File: src/rtl/bcd_disp_pkg.sv
// Shared constants for the multiplexed seven-segment display path.
// Segment patterns are active-low {g,f,e,d,c,b,a}.
package bcd_disp_pkg;

  localparam int NUM_DIGITS = 4;

  localparam logic [6:0] SEG_0    = 7'h40;
  localparam logic [6:0] SEG_1    = 7'h79;
  localparam logic [6:0] SEG_2    = 7'h24;
  localparam logic [6:0] SEG_3    = 7'h30;
  localparam logic [6:0] SEG_4    = 7'h19;
  localparam logic [6:0] SEG_5    = 7'h12;
  localparam logic [6:0] SEG_6    = 7'h02;
  localparam logic [6:0] SEG_7    = 7'h78;
  localparam logic [6:0] SEG_8    = 7'h00;
  localparam logic [6:0] SEG_9    = 7'h10;
  localparam logic [6:0] SEG_DASH = 7'h3F;
  localparam logic [6:0] SEG_OFF  = 7'h7F;

  localparam logic [3:0] ANODE_OFF = 4'hF;

endpackage

File: src/rtl/bcd_to_7seg.sv
// Combinational BCD nibble to active-low segment decoder.
// Non-decimal nibbles show a dash.
module bcd_to_7seg
  import bcd_disp_pkg::*;
(
  input  logic [3:0] nib_i,
  input  logic       blank_i,
  output logic [6:0] seg_o
);

  always_comb begin
    seg_o = SEG_DASH;
    if (blank_i) begin
      seg_o = SEG_OFF;
    end else begin
      unique case (nib_i)
        4'd0:    seg_o = SEG_0;
        4'd1:    seg_o = SEG_1;
        4'd2:    seg_o = SEG_2;
        4'd3:    seg_o = SEG_3;
        4'd4:    seg_o = SEG_4;
        4'd5:    seg_o = SEG_5;
        4'd6:    seg_o = SEG_6;
        4'd7:    seg_o = SEG_7;
        4'd8:    seg_o = SEG_8;
        4'd9:    seg_o = SEG_9;
        default: seg_o = SEG_DASH;
      endcase
    end
  end

endmodule

File: src/rtl/bcd_seg_scan.sv
// Four-digit multiplexed seven-segment scanner with per-frame
// snapshot, leading-zero blanking and anti-ghost anode gap.
module bcd_seg_scan
  import bcd_disp_pkg::*;
#(
  parameter int SCAN_DIV  = 50000,
  parameter int BLANK_CYC = 64
) (
  input  logic        clk_i,
  input  logic        rst_ni,
  input  logic        en_i,
  input  logic        blank_lz_i,
  input  logic [15:0] bcd_i,
  output logic [6:0]  seg_o,
  output logic [3:0]  an_o,
  output logic        frame_o
);

  localparam int DIV_W = (SCAN_DIV > 2) ? $clog2(SCAN_DIV) : 1;
  localparam logic [DIV_W-1:0] DIV_MAX = DIV_W'(SCAN_DIV - 1);
  localparam logic [1:0] IDX_LAST = 2'(NUM_DIGITS - 1);

  logic [DIV_W-1:0] div_q, div_d;
  logic [1:0]       idx_q, idx_d;
  logic [15:0]      snap_q, snap_d;
  logic [6:0]       seg_q, seg_d;
  logic [3:0]       an_q, an_d;

  logic       wrap;
  logic       gap;
  logic       lz;
  logic [3:0] nib;
  logic [6:0] dec_seg;

  assign wrap    = (div_q == DIV_MAX);
  assign frame_o = en_i & wrap & (idx_q == IDX_LAST);
  assign nib     = snap_q[{idx_q, 2'b00} +: 4];

  if (BLANK_CYC == 0) begin : g_nogap
    assign gap = 1'b0;
  end else begin : g_gap
    localparam logic [DIV_W-1:0] GAP_END = DIV_W'(BLANK_CYC);
    assign gap = (div_q < GAP_END);
  end

  // A digit is a leading zero when it and every higher nibble are zero.
  always_comb begin
    lz = 1'b0;
    unique case (idx_q)
      2'd1:    lz = (snap_q[15:4] == 12'h000);
      2'd2:    lz = (snap_q[15:8] == 8'h00);
      2'd3:    lz = (snap_q[15:12] == 4'h0);
      default: lz = 1'b0;
    endcase
  end

  bcd_to_7seg u_dec (
    .nib_i   (nib),
    .blank_i (blank_lz_i & lz),
    .seg_o   (dec_seg)
  );

  always_comb begin
    div_d  = div_q;
    idx_d  = idx_q;
    snap_d = snap_q;
    seg_d  = SEG_OFF;
    an_d   = ANODE_OFF;
    if (!en_i) begin
      div_d  = '0;
      idx_d  = '0;
      snap_d = bcd_i;
    end else begin
      div_d = wrap ? '0 : div_q + 1'b1;
      idx_d = wrap ? idx_q + 2'd1 : idx_q;
      if (frame_o) snap_d = bcd_i;
      if (!gap) begin
        seg_d = dec_seg;
        an_d  = ~(4'b0001 << idx_q);
      end
    end
  end

  always_ff @(posedge clk_i or negedge rst_ni) begin
    if (!rst_ni) begin
      div_q  <= '0;
      idx_q  <= '0;
      snap_q <= '0;
      seg_q  <= SEG_OFF;
      an_q   <= ANODE_OFF;
    end else begin
      div_q  <= div_d;
      idx_q  <= idx_d;
      snap_q <= snap_d;
      seg_q  <= seg_d;
      an_q   <= an_d;
    end
  end

  assign seg_o = seg_q;
  assign an_o  = an_q;

endmodule

File: config.mk
export PLATFORM = sky130hd
export DESIGN_NAME = bcd_seg_scan
export DESIGN_NICKNAME = d
export VERILOG_FILES = /design/src/rtl/bcd_disp_pkg.sv /design/src/rtl/bcd_to_7seg.sv /design/src/rtl/bcd_seg_scan.sv
export SDC_FILE = /design/constraint.sdc
export NUM_CORES = 1
export LEC_CHECK = 0
export CAP_MARGIN = 20
export CORE_MARGIN = 4
export CORE_UTILIZATION = 54
export CTS_CLUSTER_SIZE = 8
export DETAILED_ROUTE_END_ITERATION = 7
export HOLD_SLACK_MARGIN = 0.06
export PLACE_DENSITY_LB_ADDON = 0.05
export SYNTH_ARGS = -nofsm -noshare
export SYNTH_HDL_FRONTEND = slang
export SYNTH_SLANG_ARGS = --single-unit
File: constraint.sdc
create_clock -name clk_i -period 2.2 [get_ports clk_i]
set_input_delay 0.22 -clock clk_i [delete_from_list [all_inputs] [get_ports clk_i]]
set_output_delay 0.22 -clock clk_i [all_outputs]
set_load 0.005 [all_outputs]
==> metrics <==
Unique masters post-synth 39; WHS approximately 0.073 ns; register area share after synthesis 0.4975; critical path class flop to output port; first-pass GRT wire length ~7.7 mm; number of synthesized register bits 45; PnR worst setup slack around 0.084 ns; crit path DAT roughly 1.9 ns; vias roughly 1.6k; FFs w/ async S/R, synth 1.000; Worst Hold Class input pin to async pin; Final Cycle Share 0.9620; Root Buffer clkbuf_8; Starting Density 0.5646; deepest clock path buffer count 2; Pins Over Slew Limit 0; Sink Count 45; H-tree levels 2; wire length per cell 15.28 µm; PD cells 605.0 mW/mm²; Post-CTS Hold Fix Bufs 0; Num CTS Buffers 5; insertion delay to the later sink of the worst-skew pair slightly below 0.3 ns; Die Y about 73 µm; routability cong. between 0.7 and 0.8; MaxCap Viol Count 0; Layout area overhead 23.81%; Hold Vio Cnt, Final 0; Static Leakage approximately 1.2 nW; share of the synthesized area in the top cell type 0.3714; Setup crit end kind output port; pre-CTS setup slack slightly above 0.05 ns; Final setup viols 0; reg2reg setup slack between 0.15 and 0.2 ns; drt pass-1 iters 6; clock transition at the registers of the reported paths about 0.080 ns; Synth area leaders dfrtp_1, dfstp_2, mux2_4; Syn Inst Count ~200; EDFF count, synth 0; layout net count 273; initial antenna violation count 0; Rel. slew slack 0.3710; Syn. warnings 0; Synth Net Count ~230; design area ~0.0028 mm²; vias per cell around 5.6; worst clock skew between 0.005 and 0.006 ns; ANT cells 0; I/O pin count 32; Worst EP required slightly below 2 ns; top-count cell post-synth dfrtp_1; largest area contributor in the netlist dfrtp_1; die area 0.005349 mm²; VDD IR max roughly 0.53 mV; DP Wirelength between 3 and 4 mm; setup TNS 0 ns; number of global-route vias before repair approximately 1.6k; slew at the pin closest to its max-slew limit 0.9435 ns; # rows 23; RSZ-0062 raised after global routing false; TritonCTS clock tree built; Placement Cell Area 0.002693 mm²; die span in x around 73 µm; CP Launch Type flop; Synth Cell Area between 0.002 and 0.0025 mm²; Avg Cell Area, Syn about 12 µm²; Congestion Overflow GR 0; status finished, final reports clean; fin cells between 200 and 300; Routed Antenna Nets 0; All-Layer GR Usage 0.1874; placed instance count 283; layout cells sized above 1 0.2305; Remaining DRCs 0; commonest cells in the netlist dfrtp_1, nor2_1, dfstp_2, ha_1; First DRT Iteration DRCs roughly 100; largest net degree at the start of global routing 46; final wirelength ~4.5 mm; Top FF cell, synth dfrtp_1; Max Fclk about 470 MHz; I/O Buffers 31; crit path max fanout 4; minimum clock period around 2.1 ns; core area about 0.0041 mm²
[cells in the final DEF, fill, tap and decap left out, types with 10 or more instances in the layout]
master / count
clkdlybuf4s50_1: 29
dfrtp_1: 33
dfstp_2: 11
ha_1: 11
inv_1: 10
mux2_4: 10
nand2_1: 10
nor2_1: 20
[routing by layer]
metal / vias to the layer above / track usage / share of wire
met5: - / 0 / 0
li1: 787 / - / -
met3: 5 / 0.04270 / 0.056
met1: 799 / 0.2623 / 0.45
met4: 0 / 0.06148 / 0.015
met2: 46 / 0.2880 / 0.47
[final timing paths]
kind	startpoint	endpoint	depth (start not counted)
min in group clk_i	div_q[0]$_DFF_PN0_	div_q[0]$_DFF_PN0_	1
hold reg to reg	div_q[0]$_DFF_PN0_	div_q[0]$_DFF_PN0_	1
max in group asynchronous	rst_ni	idx_q[0]$_DFFE_PN0P_	1
setup / recovery	div_q[10]$_DFF_PN0_	frame_o	5
setup reg to reg	idx_q[0]$_DFFE_PN0P_	seg_o[0]$_DFF_PN1_	4
hold / removal	rst_ni	div_q[13]$_DFF_PN0_	1
[power breakdown]
part	total (mW)	leakage [nW]	internal (mW)	switching, mW
Clock	0.637	0.0585	0.370	0.267
Combinational	0.189	0.597	0.108	0.0809
Sequential	0.890	0.550	0.862	0.0282
Total	1.72	1.21	1.34	0.376
[what timing repair did]
item	in CTS	in global routing
pin swaps	0	2
setup buffers	1	1
endpoints found under the setup margin	1	19
gates resized for setup	1	1
[critical path, cell delays in order, from the launching register on]
cell and delay [ns]:
dfrtp_1 0.41, or4_4 0.56, nor3_4 0.19, nand3_1 0.09, nor2_1 0.11, dlygate4sd2_1 0.25
[metrics by stage]
| step | power (mW) | utilization |
|---|---|---|
| finish | 1.716 | 0.6990 |
| detailed placement | 1.091 | 0.6636 |
| floorplan | 1.009 | - |
| global route | 1.792 | 0.6990 |
| CTS | 1.727 | 0.6938 |
| global placement | 1.080 | 0.6636 |
[final cells by class]
type                    count  area [µm²]
fillers                   302        1221
flip-flops and latches     45        1141
multi-input cells         139        1087
repair buffers             41       391.6
clock buffers               7       86.33
well taps                  50       62.56
inverters                  10       37.54
clock inverters             1       30.03
[cells by family (layout without fill, tap and decap cells)]
| group | after synthesis | after routing | synth area share |
|---|---|---|---|
| mux | 20 | 20 | 0.1344 |
| compound gates | 28 | 28 | 0.08084 |
| buf+inv | 14 | 59 | 0.02786 |
| simple gates | 69 | 69 | 0.1573 |
| flops | 45 | 45 | 0.4975 |
| xor+xnor | 11 | 11 | 0.04206 |
| fa+ha+maj | 11 | 11 | 0.06008 |
[flip-flops by register name, summed over array words and instances (netlist names)]
register and cells:
seg_o 7, snap_q 16, idx_q 2, an_o 4
div_q 16
Note: power is estimated with default switching activity, not from simulation.
